==> src/rtl/matrix_stream_reader_pkg.sv <==
// Shared definitions for the matrix store read path: sizes, reader FSM encoding
// and the dense row-major element layout used by both writer and reader.
package matrix_stream_reader_pkg;

    localparam int DATA_WIDTH          = 8;
    localparam int MAX_SIZE            = 5;
    localparam int MAX_MATRIX_PER_SIZE = 4;
    localparam int SEL_IDX_W           = 2;
    localparam int MEM_DEPTH           = MAX_SIZE * MAX_SIZE;
    localparam int ELEM_IDX_W          = 5;

    typedef enum logic [2:0] {
        S_IDLE,
        S_CHECK,
        S_LOAD,
        S_STREAM,
        S_FIN
    } state_e;

    // Dense row-major position of (row, col) in a rows x cols matrix; max 24.
    function automatic logic [ELEM_IDX_W-1:0] elem_idx(input logic [2:0] row,
                                                       input logic [2:0] col,
                                                       input logic [2:0] cols);
        logic [ELEM_IDX_W-1:0] r5;
        logic [ELEM_IDX_W-1:0] c5;
        logic [ELEM_IDX_W-1:0] n5;
        r5 = {2'b00, row};
        c5 = {2'b00, col};
        n5 = {2'b00, cols};
        return r5 * n5 + c5;
    endfunction

endpackage

==> src/rtl/matrix_stream_reader_if.sv <==
// Store query bus plus the element stream. The stream is valid/ready: a beat moves
// on a cycle where out_valid && out_ready; while out_valid && !out_ready all out_* hold.
interface matrix_stream_reader_if;
    import matrix_stream_reader_pkg::*;

    logic [2:0]                      req_scale_row;
    logic [2:0]                      req_scale_col;
    logic [SEL_IDX_W-1:0]            req_idx;
    logic [SEL_IDX_W-1:0]            scale_matrix_cnt;
    logic                            matrix_valid;
    logic [MEM_DEPTH*DATA_WIDTH-1:0] matrix_data;

    logic                  out_valid;
    logic                  out_ready;
    logic [DATA_WIDTH-1:0] out_data;
    logic [SEL_IDX_W-1:0]  out_mat;
    logic [2:0]            out_r;
    logic [2:0]            out_c;
    logic                  out_eol;
    logic                  out_eom;
    logic                  out_last;

    modport master (
        output req_scale_row, req_scale_col, req_idx,
        output out_valid, out_data, out_mat, out_r, out_c, out_eol, out_eom, out_last,
        input  scale_matrix_cnt, matrix_valid, matrix_data, out_ready
    );

    modport slave (
        input  req_scale_row, req_scale_col, req_idx,
        input  out_valid, out_data, out_mat, out_r, out_c, out_eol, out_eom, out_last,
        output scale_matrix_cnt, matrix_valid, matrix_data, out_ready
    );

endinterface

==> src/rtl/matrix_snapshot_mux.sv <==
// Holds a private copy of one matrix so the store may change while it streams out,
// and selects the element addressed by the reader's current position.
module matrix_snapshot_mux
    import matrix_stream_reader_pkg::*;
(
    input  logic                            clk,
    input  logic                            rst_n,
    input  logic                            load,
    input  logic [MEM_DEPTH*DATA_WIDTH-1:0] matrix_data,
    input  logic [ELEM_IDX_W-1:0]           idx,
    output logic [DATA_WIDTH-1:0]           data
);

    logic [DATA_WIDTH-1:0] snap_q [MEM_DEPTH];

    always_ff @(posedge clk or negedge rst_n) begin
        if (!rst_n) begin
            for (int i = 0; i < MEM_DEPTH; i++) snap_q[i] <= '0;
        end else if (load) begin
            for (int i = 0; i < MEM_DEPTH; i++) snap_q[i] <= matrix_data[i*DATA_WIDTH +: DATA_WIDTH];
        end
    end

    always_comb begin
        data = '0;
        if (int'(idx) < MEM_DEPTH) data = snap_q[idx];
    end

endmodule

==> src/rtl/matrix_stream_reader.sv <==
// Walks every matrix stored at one scale and streams its elements row-major,
// one per valid/ready handshake, from a per-matrix snapshot.
module matrix_stream_reader
    import matrix_stream_reader_pkg::*;
(
    input  logic                   clk,
    input  logic                   rst_n,
    input  logic                   start,
    input  logic [2:0]             scale_row,
    input  logic [2:0]             scale_col,
    output logic                   busy,
    output logic                   done,
    output logic                   err_empty,
    output state_e                 state_dbg,
    matrix_stream_reader_if.master bus
);

    state_e               state_q;
    logic [2:0]           row_q, col_q, r_q, c_q;
    logic [SEL_IDX_W-1:0] idx_q, cnt_q;
    logic                 valid_q, busy_q, done_q;
    logic                 scale_ok, eol, eom, last, hs, snap_load;
    logic [DATA_WIDTH-1:0] snap_data;

    assign scale_ok  = (row_q != 3'd0) && (row_q <= 3'(MAX_SIZE)) &&
                       (col_q != 3'd0) && (col_q <= 3'(MAX_SIZE));
    assign eol       = (c_q == col_q - 3'd1);
    assign eom       = eol && (r_q == row_q - 3'd1);
    assign last      = eom && (idx_q == cnt_q - SEL_IDX_W'(1));
    assign hs        = valid_q && bus.out_ready;
    assign snap_load = (state_q == S_LOAD) && bus.matrix_valid;

    // Decoded from the current state so the pulse lands in the CHECK/LOAD cycle itself.
    assign err_empty = ((state_q == S_CHECK) && (!scale_ok || bus.scale_matrix_cnt == '0)) ||
                       ((state_q == S_LOAD) && !bus.matrix_valid);

    always_ff @(posedge clk or negedge rst_n) begin
        if (!rst_n) begin
            state_q <= S_IDLE;
            row_q   <= 3'd1;
            col_q   <= 3'd1;
            r_q     <= '0;
            c_q     <= '0;
            idx_q   <= '0;
            cnt_q   <= '0;
            valid_q <= 1'b0;
            busy_q  <= 1'b0;
            done_q  <= 1'b0;
        end else begin
            case (state_q)
                S_IDLE: begin
                    if (start) begin
                        row_q   <= scale_row;
                        col_q   <= scale_col;
                        busy_q  <= 1'b1;
                        state_q <= S_CHECK;
                    end
                end
                S_CHECK: begin
                    if (!scale_ok || bus.scale_matrix_cnt == '0) begin
                        busy_q  <= 1'b0;
                        state_q <= S_IDLE;
                    end else begin
                        cnt_q   <= bus.scale_matrix_cnt;
                        idx_q   <= '0;
                        state_q <= S_LOAD;
                    end
                end
                S_LOAD: begin
                    if (!bus.matrix_valid) begin
                        busy_q  <= 1'b0;
                        state_q <= S_IDLE;
                    end else begin
                        r_q     <= '0;
                        c_q     <= '0;
                        valid_q <= 1'b1;
                        state_q <= S_STREAM;
                    end
                end
                S_STREAM: begin
                    if (hs) begin
                        if (last) begin
                            valid_q <= 1'b0;
                            busy_q  <= 1'b0;
                            done_q  <= 1'b1;
                            state_q <= S_FIN;
                        end else if (eom) begin
                            // Dropping valid here is the single bubble while the next matrix loads.
                            valid_q <= 1'b0;
                            idx_q   <= idx_q + SEL_IDX_W'(1);
                            state_q <= S_LOAD;
                        end else if (eol) begin
                            c_q <= '0;
                            r_q <= r_q + 3'd1;
                        end else begin
                            c_q <= c_q + 3'd1;
                        end
                    end
                end
                S_FIN: begin
                    done_q  <= 1'b0;
                    state_q <= S_IDLE;
                end
                default: state_q <= S_IDLE;
            endcase
        end
    end

    matrix_snapshot_mux u_snapshot (
        .clk         (clk),
        .rst_n       (rst_n),
        .load        (snap_load),
        .matrix_data (bus.matrix_data),
        .idx         (elem_idx(r_q, c_q, col_q)),
        .data        (snap_data)
    );

    assign busy              = busy_q;
    assign done              = done_q;
    assign state_dbg         = state_q;
    assign bus.req_scale_row = row_q;
    assign bus.req_scale_col = col_q;
    assign bus.req_idx       = idx_q;
    assign bus.out_valid     = valid_q;
    assign bus.out_data      = snap_data;
    assign bus.out_mat       = idx_q;
    assign bus.out_r         = r_q;
    assign bus.out_c         = c_q;
    assign bus.out_eol       = valid_q && eol;
    assign bus.out_eom       = valid_q && eom;
    assign bus.out_last      = valid_q && last;

endmodule

==> src/flat_wrapper.sv <==
// flat-port wrapper written by rule: the top's interface ports become plain ports
module matrix_stream_reader_flat import matrix_stream_reader_pkg::*;
  (clk, rst_n, start, scale_row, scale_col, busy, done, err_empty, state_dbg, bus_req_scale_row, bus_req_scale_col, bus_req_idx, bus_out_valid, bus_out_data, bus_out_mat, bus_out_r, bus_out_c, bus_out_eol, bus_out_eom, bus_out_last, bus_scale_matrix_cnt, bus_matrix_valid, bus_matrix_data, bus_out_ready);
  matrix_stream_reader_if bus_i ();
  input  logic clk;
  input  logic rst_n;
  input  logic start;
  input  logic [2:0] scale_row;
  input  logic [2:0] scale_col;
  output logic busy;
  output logic done;
  output logic err_empty;
  output state_e state_dbg;
  output wire logic [$bits(bus_i.req_scale_row)-1:0] bus_req_scale_row;
  output wire logic [$bits(bus_i.req_scale_col)-1:0] bus_req_scale_col;
  output wire logic [$bits(bus_i.req_idx)-1:0] bus_req_idx;
  output wire logic [$bits(bus_i.out_valid)-1:0] bus_out_valid;
  output wire logic [$bits(bus_i.out_data)-1:0] bus_out_data;
  output wire logic [$bits(bus_i.out_mat)-1:0] bus_out_mat;
  output wire logic [$bits(bus_i.out_r)-1:0] bus_out_r;
  output wire logic [$bits(bus_i.out_c)-1:0] bus_out_c;
  output wire logic [$bits(bus_i.out_eol)-1:0] bus_out_eol;
  output wire logic [$bits(bus_i.out_eom)-1:0] bus_out_eom;
  output wire logic [$bits(bus_i.out_last)-1:0] bus_out_last;
  input wire logic [$bits(bus_i.scale_matrix_cnt)-1:0] bus_scale_matrix_cnt;
  input wire logic [$bits(bus_i.matrix_valid)-1:0] bus_matrix_valid;
  input wire logic [$bits(bus_i.matrix_data)-1:0] bus_matrix_data;
  input wire logic [$bits(bus_i.out_ready)-1:0] bus_out_ready;
  assign bus_req_scale_row = bus_i.req_scale_row;
  assign bus_req_scale_col = bus_i.req_scale_col;
  assign bus_req_idx = bus_i.req_idx;
  assign bus_out_valid = bus_i.out_valid;
  assign bus_out_data = bus_i.out_data;
  assign bus_out_mat = bus_i.out_mat;
  assign bus_out_r = bus_i.out_r;
  assign bus_out_c = bus_i.out_c;
  assign bus_out_eol = bus_i.out_eol;
  assign bus_out_eom = bus_i.out_eom;
  assign bus_out_last = bus_i.out_last;
  assign bus_i.scale_matrix_cnt = bus_scale_matrix_cnt;
  assign bus_i.matrix_valid = bus_matrix_valid;
  assign bus_i.matrix_data = bus_matrix_data;
  assign bus_i.out_ready = bus_out_ready;
  matrix_stream_reader u_core (.clk(clk), .rst_n(rst_n), .start(start), .scale_row(scale_row), .scale_col(scale_col), .busy(busy), .done(done), .err_empty(err_empty), .state_dbg(state_dbg), .bus(bus_i));
endmodule
==> config.mk <==
export PLATFORM = sky130hd
export DESIGN_NAME = matrix_stream_reader_flat
export DESIGN_NICKNAME = d
export VERILOG_FILES = /design/src/rtl/matrix_stream_reader_pkg.sv /design/src/rtl/matrix_stream_reader_if.sv /design/src/rtl/matrix_snapshot_mux.sv /design/src/rtl/matrix_stream_reader.sv /design/src/flat_wrapper.sv
export SDC_FILE = /design/constraint.sdc
export NUM_CORES = 1
export LEC_CHECK = 0
export ABC_AREA = 1
export CAP_MARGIN = 20
export CELL_PAD_IN_SITES_DETAIL_PLACEMENT = 0
export CELL_PAD_IN_SITES_GLOBAL_PLACEMENT = 1
export CORE_UTILIZATION = 35
export CTS_CLUSTER_DIAMETER = 200
export DETAILED_ROUTE_END_ITERATION = 8
export GPL_TIMING_DRIVEN = 0
export PLACE_DENSITY_LB_ADDON = 0.1
export SYNTH_ARGS = -nofsm -noshare
export SYNTH_HDL_FRONTEND = slang
export SYNTH_HIERARCHICAL = 1
export SYNTH_SLANG_ARGS = --single-unit
export TNS_END_PERCENT = 30
==> constraint.sdc <==
create_clock -name clk -period 7.59 [get_ports clk]
set_input_delay 1.8975 -clock clk [delete_from_list [all_inputs] [get_ports clk]]
set_output_delay 1.8975 -clock clk [all_outputs]
set_load 0.01 [all_outputs]
==> flow_summary.ini, run 1 <==
[die]
io_pins = 247
initial_core_util = 0.355
die_x_um = 184
die_y_um = 184
fp.dieArea_mm2 = 0.0337
rows = 66
core-area_mm2 = 0.0325

[placed_design]
place_congestion = 0.831
place_ws_ps = 1290
post_dp_cell_area_mm2 = 0.0146
io_buffers = 246
dp_hpwl_um = 28800

[yosys]
ys.flop_type = dfrtp_1
synth_edf_count = 0
ys_seq_area_frac = 0.482
yosysUniqueCellTypes = 34
async_flop_share = 1.00
synth-seq-cells = 222
syn-instance-count = 1518
ys_warn_count = 6
syn_area_per_cell_um2 = 7.60
synth_nets = 1750
synth_area_mm2 = 0.0115

[outcome]
outcome = complete, no violations

[timing]
fin_tns_setup_ps = 0
setup_viol = 0
tightest_slew_ps = 887
fmax_mhz = 145
max-slew-margin-rel = 0.409
slew_violations = 0
worst_slack_ps = 671
skew_ps = 6.35
finalCritPeriodShare = 0.912
min_period_ps = 6920
rsz0062_at_grt = false
hold_viol = 0

[cts]
post-cts-setup-buffers = 0
cts_tree = done
clk_pin_slew_ps = 60
cts.path.max_buffers = 3
cts-resized-gates = 0
clock-sinks = 222
clockRootBuffer = clkbuf_16
cts_buffers = 26
hold_buffers = 0
h-tree-depth = 1
clock_latency_ps = 540

[worst_hold_path]
hp-class = reg -> reg

[power]
pwr_density_cell_mw_per_mm2 = 411
intPower_uw = 3300
vdd_drop_max_mv = 0.216
power_uw = 6350
seqPwrFrac = 0.205
power.share.clock = 0.198
p_sw_frac = 0.480
leakagePower_uw = 0.00746
pwr-share-comb = 0.596
switchingPower_uw = 3050

[grt]
grt-ovfl-total = 0
grt_pass1_wl_um = 58900
grt_pass1_vias = 10500
antenna_found_initial = 3
grt_max_degree = 119
grt_usage = 0.230

[detailed_routing]
drtAntennaViolNets = 0
dr_wl_met2_um = 17000
vias = 10600
wl_per_cell_um = 16.9
route.met3.wl_um = 2310
drtIter0Drc = 548
wl_um = 38100
viasPerCell = 4.69
met1_length_um = 18200
highest_layer = met5
drc_errors = 0
drtPass1Iterations = 5

[worst_setup_path]
critical_path_required_ps = 5690
path_max_fanout = 10
start_kind = register
arrival_ps = 5020
path_class = reg -> out
end_kind = primary output

[finish]
stdcell_area_mm2 = 0.0154
final_common_cell = nand2_1
drive_gt1_frac = 0.0828
final_cell_mix = nand2_1 (523), clkdlybuf4s50_1 (245), dfrtp_1 (220)
nets = 2025
area.growth.synth_to_final_pct = 33.9

[flow_run]
cap_viol_max_count = 0
layer usage:
layer  vias to the layer above  track usage
met3                        47       0.0394
met2                       285        0.362
met5                         -            0
met1                      4981        0.331
li1                       5255            -
met4                         4       0.0453
synthesized netlist by cell type (4+ instances only):
| library cell | n | share of area |
|---|---|---|
| nand2_1 | 523 | 0.17 |
| dfrtp_1 | 220 | 0.48 |
| inv_1 | 214 | 0.070 |
| o21ai_0 | 184 | 0.080 |
| nand3_1 | 164 | 0.071 |
| buf_2 | 42 | 0.018 |
| clkbuf_1 | 29 | 0.0094 |
| mux2_2 | 25 | 0.024 |
| nor2_1 | 23 | 0.0075 |
| ha_1 | 16 | 0.017 |
| a21oi_1 | 10 | 0.0043 |
| inv_2 | 9 | 0.0029 |
| buf_4 | 7 | 0.0046 |
| buf_1 | 5 | 0.0016 |
| nand2_4 | 5 | 0.0049 |
| xnor2_1 | 5 | 0.0038 |
| nand2_2 | 4 | 0.0022 |
| nor3_1 | 4 | 0.0017 |
cell families after synthesis:
| group | after synthesis | synth area share |
|---|---|---|
| AO/OA/AOI/OAI | 199 | 0.0869 |
| buffers and inverters | 310 | 0.110 |
| AND/OR/NAND/NOR | 735 | 0.268 |
| adder cells (fa/ha/maj) | 19 | 0.0226 |
| flip-flops | 222 | 0.482 |
| multiplexers | 25 | 0.0244 |
| XOR/XNOR | 8 | 0.00607 |
power groups by stage:
stage / Combinational (uW) / Sequential [uW] / Clock, uW
2_1_floorplan: 2100 / 1320 / 0
3_3_place_gp: 3760 / 1330 / 0
3_5_place_dp: 3770 / 1330 / 0
4_1_cts: 3780 / 1300 / 1290
5_1_grt: 4100 / 1310 / 1340
6_report: 3790 / 1300 / 1260
sequential cells by signal, indices dropped and copies added (netlist names), 2 cells and up:
name                      cells
u_core/bus.req_scale_row      3
u_core/bus.out_r              3
u_core/state_dbg              3
u_core/cnt_q                  2
u_core/u_snapshot/snap_q    200
u_core/bus.req_scale_col      3
u_core/bus.out_c              3
u_core/bus.out_mat            2
area by class of cell:
class / instances / area, um2
multi-input cells: 986 / 4710
diodes: 1 / 2.50
inverters: 224 / 843
fillers: 3295 / 17000
plain buffers: 86 / 424
flip-flops and latches: 222 / 5560
well taps: 442 / 553
repair buffers: 247 / 2490
clock buffers: 39 / 759
clock inverters: 8 / 104
stage by stage:
stage / hold WS [ps] / cells / util
floorplan: 480 / 1518 / -
global placement: 468 / 2206 / 0.448
detailed placement: 489 / 2207 / 0.449
CTS: 509 / 2254 / 0.476
global route: 525 / 2254 / 0.476
finish: 494 / 2255 / 0.476
worst max-delay path, cell delays in order, from the launching register on:
cell and delay, ps:
dfstp_2 610, nand2_1 100, fa_1 540, inv_1 50, fa_1 500, inv_1 60, fa_1 470, inv_1 40
buf_2 190, inv_1 260, buf_1 460, nand3_1 280, nand3_1 170, nand2_1 60, nand2_1 60, nand2_1 120
clkdlybuf4s50_1 500
final timing paths:
| path | slack, ps | start | endpoint | cells after the start |
|---|---|---|---|---|
| hold reg to reg | 490 | u_core/busy | u_core/busy | 2 |
| setup / recovery | 670 | u_core/bus.req_scale_col[0] | bus_out_data[2] | 16 |
| hold / removal | 490 | u_core/busy | u_core/busy | 2 |
| max in group asynchronous | 5120 | rst_n | u_core/done | 2 |
| setup reg to reg | 4680 | u_core/state_dbg[2] | u_core/u_snapshot/snap_q[133] | 7 |
| min in group asynchronous | 1390 | rst_n | u_core/u_snapshot/snap_q[73] | 1 |
No activity file was read; power rests on OpenSTA's default activity.
==> inputs of run 2 (changes only) <==
- CAP_MARGIN: 20 -> 5
- CORE_MARGIN: not set -> 1.5
==> flow_summary.ini, run 2 (synthesis results as in run 1) <==
[detailed_routing]
drtPass1Iterations = 8
viasPerCell = 4.65
wl_um = 38600
vias = 10500
drtIter0Drc = 652
drc_errors = 0
wl_per_cell_um = 17.1
drtAntennaViolNets = 0

[timing]
skew_ps = 7.47
rsz0062_at_grt = false
setup_viol = 0
hold_viol = 0
finalCritPeriodShare = 0.909
max-slew-margin-rel = 0.468
fin_hold_ws_ps = 499
fmax_mhz = 145
slew_violations = 0
worst_slack_ps = 692
tightest_slew_ps = 798
fin_tns_setup_ps = 0
min_period_ps = 6900

[die]
io_pins = 247
core-area_mm2 = 0.0325
die_x_um = 185
initial_core_util = 0.355
fp.dieArea_mm2 = 0.0341
die_y_um = 185
rows = 66

[worst_setup_path]
reg2regPathDepth = 7
critical_path_required_ps = 5690
path_max_fanout = 10
start_kind = register
path_class = reg -> out
end_kind = primary output
arrival_ps = 5000

[finish]
largest_register_ffs = 200
num_antenna_cells = 0
final_cell_mix = nand2_1 (523), clkdlybuf4s50_1 (245), dfrtp_1 (220)
nFillCells = 3300
final_common_cell = nand2_1
stdcell_count = 2255
drive_gt1_frac = 0.0838
area.growth.synth_to_final_pct = 34.1
nets = 2026
regMostFlops = u_core/u_snapshot/snap_q

[grt]
grt_pass1_vias = 10300
grt_pass1_wl_um = 58700
grt_max_degree = 106
grt_usage = 0.227
antenna_found_initial = 1
grt-ovfl-total = 0

[placed_design]
io_buffers = 246
dp_hpwl_um = 29100
place_ws_ps = 1290
placedCellCount = 2208
place_congestion = 0.830

[cts]
cts.path.max_buffers = 3
clk_pin_slew_ps = 60
clock-sinks = 222
cts_tree = done
clock_latency_ps = 530
cts-resized-gates = 0
clockRootBuffer = clkbuf_16
hold_buffers = 0
cts_buffers = 26
post-cts-setup-buffers = 0
h-tree-depth = 1

[outcome]
outcome = complete, no violations

[worst_hold_path]
hp-class = reg -> reg
whs_path_depth = 2

[power]
power_uw = 6340
leakagePower_uw = 0.00748
pwr_density_cell_mw_per_mm2 = 410
vdd_drop_max_mv = 0.231

[flow_run]
cap_viol_max_count = 0
[run 2: cell type report]
class                      count  area [um2]  area share
buffer                        86         424      0.0274
clock buffer                  40         795      0.0514
clock inverter                 7        60.1     0.00388
inverter                     224         843      0.0545
multi-input combinational    986        4710       0.305
sequential                   222        5560       0.359
tap                          442         553      0.0358
timing repair buffer         248        2520       0.163
[run 2: worst paths after layout]
path / from / to / slack [ps]
hold reg to reg: u_core/busy / u_core/busy / 500
hold / removal: u_core/busy / u_core/busy / 500
setup reg to reg: u_core/state_dbg[2] / u_core/u_snapshot/snap_q[128] / 4700
max in group asynchronous: rst_n / u_core/bus.req_scale_row[0] / 5460
setup / recovery: u_core/bus.req_scale_col[0] / bus_out_data[2] / 690
min in group asynchronous: rst_n / u_core/u_snapshot/snap_q[81] / 1260
[run 2: worst max-delay path: stages, from the launching register on]
cell	delay, ps
dfstp_2	620
nand2_1	100
fa_1	540
inv_1	50
fa_1	500
inv_1	60
fa_1	480
inv_1	40
buf_2	190
inv_1	270
buf_1	460
nand3_1	280
nand3_1	170
nand2_1	60
nand2_1	60
nand2_1	90
clkdlybuf4s50_1	490
[run 2: metal layers]
metal | routed length (um) | up-vias | GRT usage
met3 | 2240 | 48 | 0.0399
met4 | 695 | 2 | 0.0430
li1 | - | 5263 | -
met2 | 17200 | 264 | 0.360
met5 | 13 | - | 0
met1 | 18500 | 4908 | 0.326
[run 2: stage by stage]
step	instance area, um2	util
after floorplan	11500	-
after global placement	14600	0.448
after detailed placement	14600	0.450
after CTS	15500	0.477
after global routing	15500	0.477
final	15500	0.477
[run 2: power by group]
part | total, uW | leakage [uW] | switching (uW) | internal (uW)
Combinational | 3790 | 0.00456 | 2500 | 1290
Clock | 1250 | 0.000428 | 499 | 749
Sequential | 1300 | 0.00249 | 43.5 | 1260
Total | 6340 | 0.00748 | 3050 | 3300
==> inputs of run 3 (changes only) <==
- CELL_PAD_IN_SITES_DETAIL_PLACEMENT: 0 -> not set
- CELL_PAD_IN_SITES_GLOBAL_PLACEMENT: 1 -> not set
- PLACE_DENSITY_LB_ADDON: 0.1 -> not set
==> flow_summary.ini, run 3 (synthesis results as in run 1) <==
[finish]
area.growth.synth_to_final_pct = 34.9
final_cell_mix = nand2_1 (523), clkdlybuf4s50_1 (245), dfrtp_1 (220)
regMostFlops = u_core/u_snapshot/snap_q
final_common_cell = nand2_1
nets = 2026
drive_gt1_frac = 0.0871
largest_register_ffs = 200

[flow_run]
cap_viol_max_count = 0

[power]
vdd_drop_max_mv = 0.323
leakagePower_uw = 0.00752
intPower_uw = 3420
seqPwrFrac = 0.204
power_uw = 6390
power.share.clock = 0.216
switchingPower_uw = 2970
pwr-share-comb = 0.580
pwr_density_cell_mw_per_mm2 = 410
p_sw_frac = 0.465

[die]
io_pins = 247
initial_core_util = 0.355
die_x_um = 185
core-area_mm2 = 0.0325
rows = 66
die_y_um = 185
fp.dieArea_mm2 = 0.0341

[timing]
slew_violations = 0
tightest_slew_ps = 893
skew_ps = 7.84
fmax_mhz = 151
min_period_ps = 6640
worst_slack_ps = 947
setup_viol = 0
finalCritPeriodShare = 0.875
rsz0062_at_grt = false
hold_viol = 0
max-slew-margin-rel = 0.405

[grt]
grt_max_degree = 114
antenna_found_initial = 6
grt_pass1_wl_um = 58400
grt_pass1_vias = 10700
grt_usage = 0.223
grt-ovfl-total = 0

[worst_setup_path]
path_class = reg -> out
path_max_fanout = 10
r2r_slack_ps = 4620
critical_path_required_ps = 5690
start_kind = register
arrival_ps = 4750
end_kind = primary output

[detailed_routing]
drtIter0Drc = 716
drc_errors = 0
viasPerCell = 4.76
wl_per_cell_um = 16.7
drtAntennaViolNets = 0
vias = 10800
drtPass1Iterations = 5
wl_um = 37800

[worst_hold_path]
hp-class = reg -> reg

[cts]
post-cts-setup-buffers = 0
cts-resized-gates = 0
cts.path.max_buffers = 3
cts_tree = done
h-tree-depth = 1
clock_latency_ps = 530
clk_pin_slew_ps = 60
hold_buffers = 0
clock-sinks = 222
clockRootBuffer = clkbuf_16
cts_buffers = 27

[placed_design]
place_ws_ps = 1520
dp_hpwl_um = 28900
place_congestion = 0.982
io_buffers = 246

[outcome]
outcome = complete, no violations
-- run 3: final cells by class --
type                       instances  area [um2]
fill                            3222       16900
sequential                       222        5560
multi-input combinational        986        4710
timing repair buffer             247        2490
clock buffer                      40         845
inverter                         224         843
tap                              442         553
buffer                            86         424
clock inverter                     9         133
antenna                            2        5.00
-- run 3: routing by layer --
| layer | GRT usage | vias up | share of wire | routed length (um) |
|---|---|---|---|---|
| li1 | - | 5268 | - | - |
| met1 | 0.295 | 5076 | 0.45 | 16800 |
| met2 | 0.358 | 339 | 0.44 | 16800 |
| met3 | 0.0520 | 68 | 0.077 | 2890 |
| met4 | 0.0770 | 4 | 0.032 | 1220 |
| met5 | 0 | - | 0.00071 | 27 |
-- run 3: worst paths after layout --
kind	to	cells after the start	start
max in group asynchronous	u_core/done	2	rst_n
hold reg to reg	u_core/busy	2	u_core/busy
min in group asynchronous	u_core/u_snapshot/snap_q[89]	1	rst_n
setup reg to reg	u_core/u_snapshot/snap_q[109]	7	u_core/state_dbg[2]
hold / removal	u_core/busy	2	u_core/busy
setup / recovery	bus_out_data[0]	15	u_core/bus.req_scale_col[0]
-- run 3: critical path: stages, from the launching register on --
cell and delay [ps]:
dfstp_2 630, nand2_1 110, fa_1 540, inv_1 50, fa_1 490, inv_1 60, fa_1 470, inv_1 40
buf_2 170, inv_1 200, buf_1 400, nand2_1 100, nand3_1 170, nand3_1 100, nand2_1 70, clkdlybuf4s50_1 610
-- run 3: power groups by stage --
stage / Sequential (uW) / Clock, uW / Combinational, uW
6_report: 1300 / 1380 / 3700
4_1_cts: 1310 / 1400 / 3660
3_5_place_dp: 1330 / 0 / 3650
3_3_place_gp: 1330 / 0 / 3610
2_1_floorplan: 1320 / 0 / 2100
5_1_grt: 1310 / 1460 / 4020
-- run 3: per-stage QoR --
stage	TNS [ps]	cell area [um2]	instances	hold WS (ps)	utilization
CTS	0	15600	2256	493	0.479
global placement	-1102580	14600	2206	483	0.448
floorplan	0	11500	1518	480	-
finish	0	15600	2258	493	0.480
detailed placement	0	14600	2207	474	0.449
global route	0	15600	2256	528	0.479
